## src/rtl/gray_decoder.sv

```systemverilog
// Receive end of a Gray-code counter link: converts each accepted Gray sample to binary,
// checks that every move is a single +1/-1 step, and tracks direction, wraps and errors.
module gray_decoder #(
    parameter int WIDTH  = 3,
    parameter int WRAP_W = 8
) (
    input  logic              Clk,
    input  logic              Reset,
    input  logic              Valid,
    input  logic              Clear,
    input  logic [WIDTH-1:0]  Gray,
    output logic [WIDTH-1:0]  Binary,
    output logic              Step,
    output logic              Dir,
    output logic              Overflow,
    output logic [WRAP_W-1:0] WrapCnt,
    output logic              Error,
    output logic              Locked
);

    typedef enum logic [1:0] {
        ST_UNLOCKED = 2'd0,
        ST_LOCKED   = 2'd1,
        ST_FAULT    = 2'd2
    } state_t;

    state_t              state_q, state_d;
    logic [WIDTH-1:0]    binary_q, binary_d;
    logic                step_q, step_d;
    logic                dir_q, dir_d;
    logic                overflow_q, overflow_d;
    logic [WRAP_W-1:0]   wrap_q, wrap_d;
    logic                error_q, error_d;

    logic [WIDTH-1:0]    nb;
    logic [WIDTH-1:0]    diff;

    // Gray-to-binary: each binary bit is the XOR of all Gray bits at or above it.
    assign nb[WIDTH-1] = Gray[WIDTH-1];
    generate
        for (genvar gi = WIDTH - 2; gi >= 0; gi--) begin : g_conv
            assign nb[gi] = nb[gi+1] ^ Gray[gi];
        end
    endgenerate

    assign diff = nb - binary_q;

    always_comb begin
        state_d    = state_q;
        binary_d   = binary_q;
        step_d     = 1'b0;
        dir_d      = dir_q;
        overflow_d = overflow_q;
        wrap_d     = wrap_q;
        error_d    = error_q;

        if (Clear) begin
            state_d    = ST_UNLOCKED;
            overflow_d = 1'b0;
            wrap_d     = '0;
            error_d    = 1'b0;
        end else if (Valid) begin
            case (state_q)
                ST_UNLOCKED: begin
                    binary_d = nb;
                    state_d  = ST_LOCKED;
                end
                ST_LOCKED: begin
                    // The +1 test comes first so a 1-bit code always counts as "up".
                    if (diff == '0) begin
                        binary_d = binary_q;
                    end else if (diff == WIDTH'(1)) begin
                        binary_d = nb;
                        step_d   = 1'b1;
                        dir_d    = 1'b1;
                        if (binary_q == '1) begin
                            overflow_d = 1'b1;
                            wrap_d     = wrap_q + WRAP_W'(1);
                        end
                    end else if (diff == '1) begin
                        binary_d = nb;
                        step_d   = 1'b1;
                        dir_d    = 1'b0;
                        if (binary_q == '0) begin
                            wrap_d = wrap_q - WRAP_W'(1);
                        end
                    end else begin
                        error_d = 1'b1;
                        state_d = ST_FAULT;
                    end
                end
                default: begin
                    state_d = state_q;
                end
            endcase
        end
    end

    always_ff @(posedge Clk) begin
        if (Reset) begin
            state_q    <= ST_UNLOCKED;
            binary_q   <= '0;
            step_q     <= 1'b0;
            dir_q      <= 1'b0;
            overflow_q <= 1'b0;
            wrap_q     <= '0;
            error_q    <= 1'b0;
        end else begin
            state_q    <= state_d;
            binary_q   <= binary_d;
            step_q     <= step_d;
            dir_q      <= dir_d;
            overflow_q <= overflow_d;
            wrap_q     <= wrap_d;
            error_q    <= error_d;
        end
    end

    assign Binary   = binary_q;
    assign Step     = step_q;
    assign Dir      = dir_q;
    assign Overflow = overflow_q;
    assign WrapCnt  = wrap_q;
    assign Error    = error_q;
    assign Locked   = (state_q == ST_LOCKED);

endmodule

```

## config.mk

```make
export PLATFORM = sky130hd
export DESIGN_NAME = gray_decoder
export DESIGN_NICKNAME = d
export VERILOG_FILES = /design/src/rtl/gray_decoder.sv
export SDC_FILE = /design/constraint.sdc
export NUM_CORES = 1
export LEC_CHECK = 0
export CORE_AREA = 2 2 52 54
export CTS_CLUSTER_SIZE = 28
export DETAILED_ROUTE_END_ITERATION = 12
export DIE_AREA = 0 0 54 56
export PLACE_DENSITY_LB_ADDON = 0.12
export RECOVER_POWER = 50
export SETUP_SLACK_MARGIN = 0.1
export SYNTH_ARGS = -nofsm -noshare
export SYNTH_HDL_FRONTEND = slang
export SYNTH_SLANG_ARGS = --single-unit
export TNS_END_PERCENT = 30
```

## constraint.sdc

```tcl
create_clock -name Clk -period 11.7 [get_ports Clk]
set_input_delay 1.755 -clock Clk [delete_from_list [all_inputs] [get_ports Clk]]
set_output_delay 1.755 -clock Clk [all_outputs]
set_load 0.02 [all_outputs]
```

* Yosys cells after proc, flatten, opt, wreduce, memory -nomap -nowiden
Cells that the tools add are included.
** Word-level totals
- Word-level logic and storage cells :: 57
- Output and inout port bits :: 16
- Memories :: 0
- Input bits :: 7
- RAM bits :: 0
- Latch bits :: 0
- Register bits after elaboration :: 17
- Bits in read-only memories :: 0
** Operators by class
- Magnitude comparators :: 0
- Divide/modulo/power cells :: 0
- Reductions and logical operators :: 14
- Bitwise logic cells :: 8
- Muxes and demuxes :: 16
- Shift-type cells :: 0
- $add $sub $neg :: 3
- Eq/ne operators :: 9
- $mul :: 0
** Operators by type and width (count)
- 2-to-1 mux 8 bit :: 4
- AND reduction 5 bit :: 5
- 2-to-1 mux 3 bit :: 3
- adder 8 x 1 -> 8 bit, second input constant :: 1
- subtractor 8 x 1 -> 8 bit, second input constant :: 1
- equality test 3 bit, second input constant :: 2
- logical NOT 3 bit :: 2
- 2-to-1 mux 2 bit :: 3
- inequality test 2 bit, second input constant :: 3
- inverter 1 bit :: 6
- one-hot mux 3 bit (2 select lines) :: 1
- AND reduction 6 bit :: 1
- nonzero test 2 bit :: 3
- OR reduction 5 bit :: 1
- 2-to-1 mux 1 bit :: 4
- one-hot mux 2 bit (2 select lines) :: 1
- equality test 3 x 1 -> 1 bit, second input constant :: 1
- inequality test 3 x 1 -> 1 bit, second input constant :: 1
- subtractor 3 bit :: 1
- equality test 2 x 1 -> 1 bit, second input constant :: 1
- logical NOT 2 bit :: 1
- inequality test 2 x 1 -> 1 bit, second input constant :: 1
- OR reduction 2 bit :: 1
- XOR 1 bit :: 2

* Depth between registers and ports, before layout
Gate-level depths: netlist (run 1).
- Word-level depth :: 8
- Depth in mapped cells :: 14
- Gate-level depth less buffers :: 13

* Worst setup path before layout (run 1)
No wires, ideal clock.
- Path type :: input port to flip-flop
- Start :: input port Gray[2]
- End :: register wrap_q[7], in the netlist WrapCnt[7]
- Arrival :: 5.109 ns
- Data required time :: 11.566 ns
- Buffers on the path :: 1
- Stages :: 14
- Slack :: 6.457 ns
- Library setup time :: 0.134 ns
- Cells stage by stage :: xor2_1 > xnor2_1 > ha_1 > inv_1 > fa_1 > xnor3_2 > or3_4 > ha_1 > clkbuf_1 > nand4_1 > a21oi_1 > nand3b_1 > mux2_4 > or4_1
** On the way
- Longest elaborated chain between the ends :: 6
- Elaborated cells between the ends (all ways) :: 12
- Those cells by class :: add/sub: 1; eq/ne: 3; mux: 1; bitwise: 3; reduce/logical: 4
** Ends and longest elaborated chain
- from (decl) :: line 11 : input logic [WIDTH-1:0] Gray,
- XOR 1 bit (2 in a row) :: line 42 : assign nb[gi] = nb[gi+1] ^ Gray[gi];
- subtractor 3 bit (*) :: line 46 : assign diff = nb - binary_q;
- equality test 3 x 1 -> 1 bit, or another cell as far along :: line 72 : end else if (diff == WIDTH'(1)) begin
- inequality test 2 x 1 -> 1 bit (no line), or another cell as far along
- AND reduction 6 bit (no line)
- to (signal assigned) :: line 114 : wrap_q <= wrap_d;
- to (decl) :: line 32 : logic [WRAP_W-1:0] wrap_q, wrap_d;
Every way passes the cells marked *; elsewhere a longest branch is shown, timed or not.
A chain may end at the register's enable or synchronous reset.

* Worst setup path in the final report (run 1)
- Start :: input port Gray[2]
- End :: register wrap_q[7], in the netlist WrapCnt[7]
** On the way
- Longest elaborated chain between the ends :: 6
- Elaborated cells between the ends (all ways) :: 12
- Those cells by class :: add/sub: 1; eq/ne: 3; mux: 1; bitwise: 3; reduce/logical: 4
** Ends and longest elaborated chain
- XOR 1 bit (*) :: line 42
- via nb[1] :: line 35 : logic [WIDTH-1:0] nb;
- XOR 1 bit :: line 42
- subtractor 3 bit (*) :: line 46
- equality test 3 x 1 -> 1 bit, or another cell as far along :: line 72
- inequality test 2 x 1 -> 1 bit (no line), or another cell as far along
- AND reduction 6 bit (no line)
The timed path passes the listed nets; every way through them passes the cells marked *.

==> summary.md, run 1 <==
| Metric | Value |
|---|---|
| Status | completed |
| Leak pwr | 0.0006349 uW |
| CP startpoint kind | input pin |
| Final WS setup | 5.940 ns |
| Syn Inst Count | 135 |
| CP max-delay cell | clkdlybuf4s50_1 |
| Io pins | 23 |
| Top Layer Used | met4 |
| Area grow syn2layout | 23.47% |
| Post-DP HPWL | 1859 um |
| Mapped cell area | 0.001162 mm2 |
| Power per Cell Area | 93.46 mW/mm2 |
| Initial antenna violation count | 0 |
| Max_slew headroom | 63.88% |
| Top post-synthesis cells by area | dfxtp_1, ha_1, mux2i_1 |
| # DRC | 0 |
| Setup WS pre-CTS | 5.658 ns |
| Final Instance Area | 0.001435 mm2 |
| Drt first pass iters | 4 |
| Overflow after GRT | 0 |
| Switch Pwr | 43.40 uW |
| Routed WL | 2314 um |
| Critical path type | input pin to flip-flop |
| Vias | 1014 |
| Root buffer cell | clkbuf_4 |
| Postcts setup bufs | 0 |
| Mapped Avg Cell Area | 8.610 um2 |
| Critical Path Stages | 14 |
| Sw Share | 32.36% |
| Syn_nets | 153 |
| Total track usage | 17.09% |
| H-tree Lvls | 1 |
| Die Span X | 54 um |
| R2R cell count | 11 |
| Worst path buffer plus inverter count | 2 |
| Yosys reg bits | 17 |
| Die ar. | 0.003024 mm2 |
| Layout cells sized above 1 | 6.962% |
| Hold Path Cell Cnt | 2 |
| Seq/Total Area, Yosys | 29.28% |
| # nets final | 177 |
| Final number of setup-violating endpoints | 0 |
| CTS tree | yes |
| Area after DPL | 0.001408 mm2 |
| Insertion delay to the later sink of the worst-skew pair | 0.28 ns |
| CP required | 11.87 ns |
| Peak VDD IR | 0.06060 mV |
| IO buf count | 22 |
| Crit-path cells | clkdlybuf4s50_1 -> xor2_1 -> xnor2_1 -> ha_1 -> inv_1 -> fa_1 -> xnor3_2 -> or3_4 -> ha_1 -> a21oi_1 -> a21oi_1 -> nand3b_1 -> mux2_4 -> or4_1 |
| Critical Path Max Stage Delay | 0.57 ns |
| Maximum clock rate | 173.6 MHz |
| Met3 wire len | 57 um |
| Clock transition at path regs | 0.10 ns |
| Largest net degree at the start of global routing | 13 |
| CTS-repair resized insts | 0 |
| Via/cell ratio | 5.394 |
| Top Family by Delay on Critical Path | simple AND/OR/NAND/NOR gates |
| Global-route wire length before repair | 3995 um |
| GPL Wtd Cong | 0.8871 |
| Final Skew | 0.007332 ns |
| Die height | 56 um |
| Hold_buf cts | 0 |
| Inserted Clock Buffers | 3 |
| Antenna cells | 0 |
| Clock power share | 22.5% |
| Clock buffer depth | 2 |
| Final hold vios | 0 |
| Portion of total power attributed to combinational logic | 32.5% |
| ANT nets after route | 0 |
| Slew @ Worst Pin | 0.5369 ns |
| First-iteration detailed-routing DRC count | 11 |
| Wl on met1 | 1130 um |
| RSZ-0062 raised after global routing | false |
| Yosys warnings | 0 |
| Worst setup EP type | flip-flop |
| Number of global-route vias before repair | 952 |
| Final slew viol count | 0 |
| Min Tclk post-route | 5.760 ns |
| Core Box Area | 0.002432 mm2 |
| Worst-path maximum fanout | 11 |
| Distinct cells, synth | 38 |
| Pint | 90.72 uW |
| HP Class | flip-flop to flip-flop |
| Synth top area share | 29.28% |
| Met2 Wirelength | 1113 um |
| Max_cap viols | 0 |
| WL/cell | 12.31 um |
| Starting density of the core | 47.79% |
| Seq pwr share | 45.0% |
| Crit share post-route | 49.23% |
| Setup TNS Final | 0 ns |
| Worst Path Arrival | 5.93 ns |
| Cell Rows | 18 |
| Sink Count | 17 |
| Area leader, netlist | dfxtp_1 |
placed cells by master (no fill, tap or decap), types with 5 or more instances in the layout:
cell,instances
nand3b_1,5
ha_1,9
o21ai_0,6
nand2_1,9
mux2i_1,7
inv_1,8
dlygate4sd3_1,16
a21oi_1,11
nand3_1,6
dfxtp_1,17
clkdlybuf4s50_1,6
nor2_1,15
stage by stage:
stage / cells / util (%) / hold WS (ns) / total power (uW)
after CTS: 188 / 59.00 / 0.4814 / 136.6
after global placement: 184 / 57.87 / 0.4539 / 104.7
after floorplan: 135 / - / 0.4861 / 94.38
after global routing: 188 / 59.00 / 0.5044 / 144.9
final: 188 / 59.00 / 0.4752 / 134.1
after detailed placement: 184 / 57.87 / 0.4577 / 105.6
logic make-up after synthesis:
logic type / count (synthesis) / synth area share, %
AND/OR/NAND/NOR: 51 / 23.68
AO/OA/AOI/OAI: 27 / 14.10
flip-flops: 17 / 29.28
buffers and inverters: 12 / 4.413
adder cells (fa/ha/maj): 11 / 13.13
XOR/XNOR: 9 / 8.072
multiplexers: 8 / 7.320
registers in the layout, summed over array words and instances (netlist names):
name / count
WrapCnt: 8
Binary: 3
state_q: 2
Dir: 1
Error: 1
Overflow: 1
Step: 1
cell usage after synthesis:
library cell / number
clkinv_4: 1
and4bb_1: 1
nand4_1: 1
a21o_1: 2
nand2_1: 9
o41ai_1: 1
inv_1: 8
o211ai_1: 2
mux2i_1: 7
fa_1: 2
o311a_1: 1
and4b_2: 1
and2_1: 1
and3_1: 2
nor3_1: 3
nor2_2: 1
nor2b_1: 1
o21a_1: 1
mux2_4: 1
clkbuf_1: 2
nand3b_1: 5
o2111ai_1: 1
buf_2: 1
o21ai_0: 6
and4_2: 1
or4_1: 1
xor2_1: 4
nand2b_1: 2
xnor3_2: 1
a21boi_0: 1
xnor2_1: 4
nand3_1: 6
or3_4: 1
a21oi_1: 11
a31oi_1: 1
ha_1: 9
nor2_1: 15
dfxtp_1: 17
area by class of cell:
cell class                      instances  area, um2
Clock inverter                          1      5.005
Clock buffer                            3      22.52
Fill cell                             238      997.2
Timing Repair Buffer                   22      220.2
Multi-Input combinational cell        106      770.7
Sequential cell                        17      340.3
Inverter                                9      38.79
Tap cell                               30      37.54
power groups by stage:
stage / Combinational (uW) / Sequential, uW / Clock (uW)
CTS: 44.0 / 60.5 / 32.1
global route: 48.8 / 60.7 / 35.4
detailed placement: 43.8 / 61.9 / 0
finish: 43.6 / 60.4 / 30.2
global placement: 42.9 / 61.8 / 0
floorplan: 31.5 / 62.9 / 0
worst register-to-register path: cells and delay by family, from the launching register on:
kind / cells / cell delay [ns]
muxes: 1 / 0.32
adders and majority gates: 3 / 0.94
and+or+nand+nor: 3 / 1.10
buffers and inverters: 1 / 0.05
AOI/OAI and AO/OA: 2 / 0.35
DFF: 1 / 0.39
xor gates and xnor gates: 1 / 0.30
worst paths after layout:
kind         slack (ns)              startpoint                       to
min                0.48        Dir$_SDFFE_PP0P_         Dir$_SDFFE_PP0P_
min reg2reg        0.48        Dir$_SDFFE_PP0P_         Dir$_SDFFE_PP0P_
max                5.94                 Gray[2]  WrapCnt[7]$_SDFFE_PP0P_
max reg2reg        8.14  Binary[0]$_SDFFE_PP0P_  WrapCnt[7]$_SDFFE_PP0P_
layer usage:
layer / up-vias / track usage (%)
met5: - / 0
met4: 0 / 6.071
met3: 2 / 2.419
met2: 13 / 28.05
met1: 476 / 22.19
li1: 523 / -
Power figures use the tool's default switching activity.
==> inputs of run 2 (changes only) <==
- CORE_AREA: 2 2 52 54 -> 2 2 54 56
- DIE_AREA: 0 0 54 56 -> 0 0 56 58
- clock period: 11.7 -> 4.82 ns (I/O delays scaled with it)
==> run 2 against run 1 <==
Die area increased by 7.4%. Combinational power rose to 2.5 times the previous value. Setup slack got worse by 5.6 ns. Global-route usage decreased by 0.91 points. Via count increased by 0.59%. Critical path depth stayed put. Routed wire length is 6.1% higher. Power rose by 150%. Sequential power grew 140%. Cell count grew 2.1%. Highest routed layer unchanged.
==> summary.md, run 2 (synthesis results as in run 1) <==
| Metric | Value |
|---|---|
| Critical Path Max Stage Delay | 0.50 ns |
| Maximum clock rate | 225.4 MHz |
| Io pins | 23 |
| Die ar. | 0.003248 mm2 |
| CP required | 4.99 ns |
| Crit share post-route | 92.04% |
| Sequential Area | 340.3 um2 |
| Largest net degree at the start of global routing | 13 |
| Drt first pass iters | 4 |
| Antenna cells | 0 |
| Core Box Area | 0.002663 mm2 |
| Total power | 334.4 uW |
| Register-to-register path setup slack | 1.28 ns |
| Top Family by Delay on Critical Path | simple AND/OR/NAND/NOR gates |
| CP startpoint | Gray[2] |
| Max_cap viols | 0 |
| Layout cells sized above 1 | 8.075% |
| Worst path buffer plus inverter count | 2 |
| WL/cell | 12.79 um |
| Final hold vios | 0 |
| Leak pwr | 0.0006466 uW |
| End of the critical path | WrapCnt[7]$_SDFFE_PP0P_ |
| CTS tree | yes |
| Worst reg2reg endpoint | WrapCnt[7]$_SDFFE_PP0P_ |
| ANT nets after route | 0 |
| Slew @ Worst Pin | 0.5405 ns |
| Status | completed |
| Max FFs per register | 8 |
| Sink Count | 17 |
| Min Tclk post-route | 4.436 ns |
| Worst Path Arrival | 4.61 ns |
| Reg2reg start | Binary[0]$_SDFFE_PP0P_ |
| Initial antenna violation count | 0 |
| IO buf count | 22 |
| Peak VDD IR | 0.1527 mV |
| Clock buffer depth | 2 |
| R2R cell count | 11 |
| Vias | 1020 |
| First-iteration detailed-routing DRC count | 23 |
| HP Class | flip-flop to flip-flop |
| Die Span X | 56 um |
| Die height | 58 um |
| Routed WL | 2456 um |
| Critical path type | input pin to flip-flop |
| H-tree Lvls | 1 |
| Commonest non-fill, non-tap cell in the layout | dfxtp_1 |
| Final number of setup-violating endpoints | 0 |
| Insertion delay to the later sink of the worst-skew pair | 0.29 ns |
| CTS-repair resized insts | 0 |
| Worst setup EP type | flip-flop |
| Global-route wire length before repair | 4105 um |
| CP max-delay cell | clkdlybuf4s50_1 |
| Total track usage | 16.18% |
| Final slew viol count | 0 |
| Final Skew | 0.001233 ns |
| Cell Rows | 19 |
| Postcts setup bufs | 0 |
| Final-layout fill cell count | 258 |
| Number of global-route vias before repair | 959 |
| Multi-input logic area | 770.7 um2 |
| Power per Cell Area | 229.4 mW/mm2 |
| Root buffer cell | clkbuf_4 |
| Crit-path cells | clkdlybuf4s50_1 -> xor2_1 -> xnor2_1 -> ha_1 -> inv_1 -> fa_1 -> xnor3_2 -> or3_4 -> ha_1 -> a21oi_1 -> a21oi_1 -> nand3b_1 -> mux2_4 -> or4_1 |
| Clock transition at path regs | 0.10 ns |
| Setup TNS Final | 0 ns |
| Area grow syn2layout | 25.40% |
| Max_slew headroom | 63.96% |
| Critical Path Stages | 14 |
| GPL Wtd Cong | 0.8697 |
| Starting density of the core | 43.66% |
| Worst-path maximum fanout | 11 |
| Commonest cells after routing, fill and taps aside | dfxtp_1, dlygate4sd3_1, nor2_1, a21oi_1 |
| Post-DP HPWL | 1947 um |
| # DRC | 0 |
| Via/cell ratio | 5.313 |
| Inserted Clock Buffers | 3 |
| CP startpoint kind | input pin |
| # nets final | 180 |
| Hold_buf cts | 0 |
| Overflow after GRT | 0 |
| RSZ-0062 raised after global routing | false |
-- run 2: changes by cell type in the layout (fill, tap and decap cells not counted) --
cell,delta
clkinv_2,-1
clkbuf_1,+1
buf_4,+3
-- run 2: final cells by class --
cell class | count | area share (%)
tap | 31 | 2.661
multi-input combinational | 106 | 52.88
inverter | 9 | 2.661
timing repair buffer | 25 | 16.65
sequential | 17 | 23.35
clock buffer | 4 | 1.803
-- run 2: layer usage --
metal,part of all wire [%],track usage (%),up-vias
li1,-,-,532
met3,2.7,2.232,2
met1,45,19.17,472
met4,0.90,7.143,0
met2,52,29.24,14
met5,0,0,-
-- run 2: metrics by stage --
step           std cells  utilization [%]  hold WS (ns)  instance area [um2]  setup slack (ns)
2_1_floorplan        135                -        0.4861                 1162            0.6087
3_3_place_gp         188            53.76        0.4498                 1431            0.1613
3_5_place_dp         188            53.76        0.4536                 1431           0.05720
4_1_cts              192            54.75        0.4788                 1458            0.3734
5_1_grt              192            54.75        0.5024                 1458            0.1633
6_report             192            54.75        0.4766                 1458            0.3835
-- run 2: power by group --
group / leakage, uW / internal [uW] / switching (uW)
Sequential: 0.000138 / 144 / 3.33
Clock: 0.0000150 / 32.1 / 45.3
Combinational: 0.000494 / 49.3 / 60.7
-- run 2: worst min path at each step --
stage | start | cells after the start | slack (ns) | end
finish | Error$_SDFFE_PP0P_ | 1 | 0.48 | Error$_SDFFE_PP0P_
global route | Overflow$_SDFFE_PP0P_ | 2 | 0.50 | Overflow$_SDFFE_PP0P_
CTS | Error$_SDFFE_PP0P_ | 1 | 0.48 | Error$_SDFFE_PP0P_
detailed placement | Error$_SDFFE_PP0P_ | 1 | 0.45 | Error$_SDFFE_PP0P_
global placement | Error$_SDFFE_PP0P_ | 1 | 0.45 | Error$_SDFFE_PP0P_
floorplan | state_q[1]$_SDFFE_PP0P_ | 2 | 0.49 | state_q[1]$_SDFFE_PP0P_
==> inputs of run 3 (changes only) <==
--- a/config.mk
+++ b/config.mk
@@ -11,2 +11,3 @@
 export DIE_AREA = 0 0 56 58
+export GPL_TIMING_DRIVEN = 0
 export PLACE_DENSITY_LB_ADDON = 0.12
==> constraint.sdc (replaced) <==
create_clock -name Clk -period 3.9 [get_ports Clk]
set_input_delay 0.39 -clock Clk [delete_from_list [all_inputs] [get_ports Clk]]
set_output_delay 0.39 -clock Clk [all_outputs]
set_load 0.02 [all_outputs]
==> run 3 against run 2 <==
Critical path depth stayed put. Setup slack worse by 0.18 ns. Sequential share of layout area shrank 1.2 points. Die area stayed put. Global-route usage is 1.3 points higher. First-iteration DRC count increased by 17%. Register-to-register slack got worse by 0.76 ns. Critical endpoint unchanged. Largest power group unchanged.
==> summary.md, run 3 (synthesis results as in run 1) <==
| Metric | Value |
|---|---|
| Root buffer cell | clkbuf_4 |
| Post-DP HPWL | 1859 um |
| Final slew viol count | 0 |
| Switch Pwr | 143.4 uW |
| Antenna cells | 0 |
| Vias | 1053 |
| Maximum clock rate | 270.8 MHz |
| Final hold vios | 0 |
| Die ar. | 0.003248 mm2 |
| Sw Share | 32.92% |
| Commonest non-fill, non-tap cell in the layout | dfxtp_1 |
| Io pins | 23 |
| RSZ-0062 raised after global routing | false |
| Die height | 58 um |
| Cell Rows | 19 |
| Power per Cell Area | 283.3 mW/mm2 |
| Clock power share | 22.6% |
| Setup TNS Final | 0 ns |
| IO buf count | 22 |
| WHS Endpoint | Binary[2]$_SDFFE_PP0P_ |
| Routed WL | 2520 um |
| Peak VDD IR | 0.1839 mV |
| Sequential Area | 340.3 um2 |
| Total power | 435.6 uW |
| CP startpoint kind | input pin |
| Commonest cells after routing, fill and taps aside | dfxtp_1, dlygate4sd3_1, nor2_1, a21oi_1, nand2_1 |
| Multi-input logic area | 799.5 um2 |
| Inserted Clock Buffers | 3 |
| Seq pwr share | 41.7% |
| Register-to-register path setup slack | 0.52 ns |
| Reg2reg start | Binary[0]$_SDFFE_PP0P_ |
| Initial antenna violation count | 0 |
| Pint | 292.2 uW |
| Number of global-route vias before repair | 1042 |
| CTS tree | yes |
| GPL Wtd Cong | 0.7961 |
| Portion of total power attributed to combinational logic | 35.7% |
| First-iteration detailed-routing DRC count | 27 |
| Max_slew headroom | 66.69% |
| # nets final | 188 |
| Global-route wire length before repair | 4416 um |
| Leak pwr | 0.0006889 uW |
| Die Span X | 56 um |
| Min Tclk post-route | 3.693 ns |
| ANT nets after route | 0 |
| Overflow after GRT | 0 |
| Worst Path Arrival | 3.87 ns |
| Hold Path Cell Cnt | 3 |
| H-tree Lvls | 1 |
| Max FFs per register | 8 |
| CP required | 4.08 ns |
| R2R cell count | 12 |
| Status | completed |
| Setup WS pre-CTS | -0.7688 ns |
| Clock buffer depth | 2 |
| Area grow syn2layout | 32.29% |
| HP Class | input pin to flip-flop |
| Crit share post-route | 94.69% |
| Largest net degree at the start of global routing | 11 |
| Final number of setup-violating endpoints | 0 |
| Drt first pass iters | 3 |
| # DRC | 0 |
| Hold Startpoint | Gray[2] |
| Worst reg2reg endpoint | WrapCnt[7]$_SDFFE_PP0P_ |
| Final hold slack | 0.4120 ns |
| Hold_buf cts | 0 |
| Critical path type | input pin to flip-flop |
| Starting density of the core | 43.66% |
| Via/cell ratio | 5.265 |
| Sink Count | 17 |
| Worst-path maximum fanout | 6 |
| Core Box Area | 0.002663 mm2 |
| Clock transition at path regs | 0.10 ns |
| Worst setup EP type | flip-flop |
| Max_cap viols | 0 |
| Layout cells sized above 1 | 15.98% |
| Final Skew | 0.002135 ns |
| Insertion delay to the later sink of the worst-skew pair | 0.30 ns |
| Slew @ Worst Pin | 0.4952 ns |
| Final WS setup | 0.2072 ns |
| WL/cell | 12.60 um |
| Total track usage | 17.46% |
| Final-layout fill cell count | 261 |
==> run 3: worst max-delay path, cell delays in order <==
cell	delay, ns
clkdlybuf4s50_1	0.50
xnor2_2	0.13
ha_2	0.19
inv_1	0.05
fa_2	0.35
xnor3_2	0.25
or3_4	0.39
buf_6	0.15
ha_1	0.31
nand4_1	0.10
a21oi_1	0.11
nand3b_1	0.18
mux2_4	0.31
or4_1	0.47
==> run 3: power groups by stage <==
stage          Combinational, uW  Sequential, uW  Clock [uW]
6_report                     155             182        98.6
5_1_grt                      173             182         110
4_1_cts                      150             182         101
3_5_place_dp                 132             186           0
3_3_place_gp                 130             186           0
2_1_floorplan               95.3             189           0
==> run 3: per-layer routing <==
layer	track usage, %	up-vias	wire length [um]
met5	0	-	0
met4	8.163	0	44
met3	2.455	5	76
met2	32.61	16	1340
met1	19.61	485	1058
li1	-	547	-
==> run 3: per-stage QoR <==
stage               utilization [%]  area [um2]  instances
finish                        57.75        1538        200
detailed placement            53.71        1430        188
global route                  57.75        1538        200
global placement              53.71        1430        188
CTS                           56.86        1514        198
floorplan                         -        1171        135
==> run 3: cell type report <==
| type | instances | area share (%) |
|---|---|---|
| plain buffers | 3 | 1.058 |
| clock buffers | 4 | 1.709 |
| inverters | 9 | 2.522 |
| multi-input cells | 106 | 51.99 |
| flip-flops and latches | 17 | 22.13 |
| well taps | 31 | 2.522 |
| repair buffers | 30 | 18.06 |
==> run 3: timing repair <==
item	in CTS	in global routing
gates resized for setup	8	6
pin swaps	3	4
setup buffers	6	2
endpoints found under the setup margin	2	1
==> run 3: worst max path at each step <==
| stage | from | endpoint | slack (ns) | depth (start not counted) |
|---|---|---|---|---|
| floorplan | Gray[2] | WrapCnt[7]$_SDFFE_PP0P_ | 0.16 | 13 |
| global placement | Gray[2] | WrapCnt[7]$_SDFFE_PP0P_ | -0.72 | 14 |
| detailed placement | Gray[2] | WrapCnt[7]$_SDFFE_PP0P_ | -0.77 | 14 |
| CTS | Gray[2] | WrapCnt[7]$_SDFFE_PP0P_ | 0.11 | 15 |
| global route | Gray[0] | WrapCnt[7]$_SDFFE_PP0P_ | 0.09 | 14 |
| finish | Gray[0] | WrapCnt[7]$_SDFFE_PP0P_ | 0.21 | 14 |
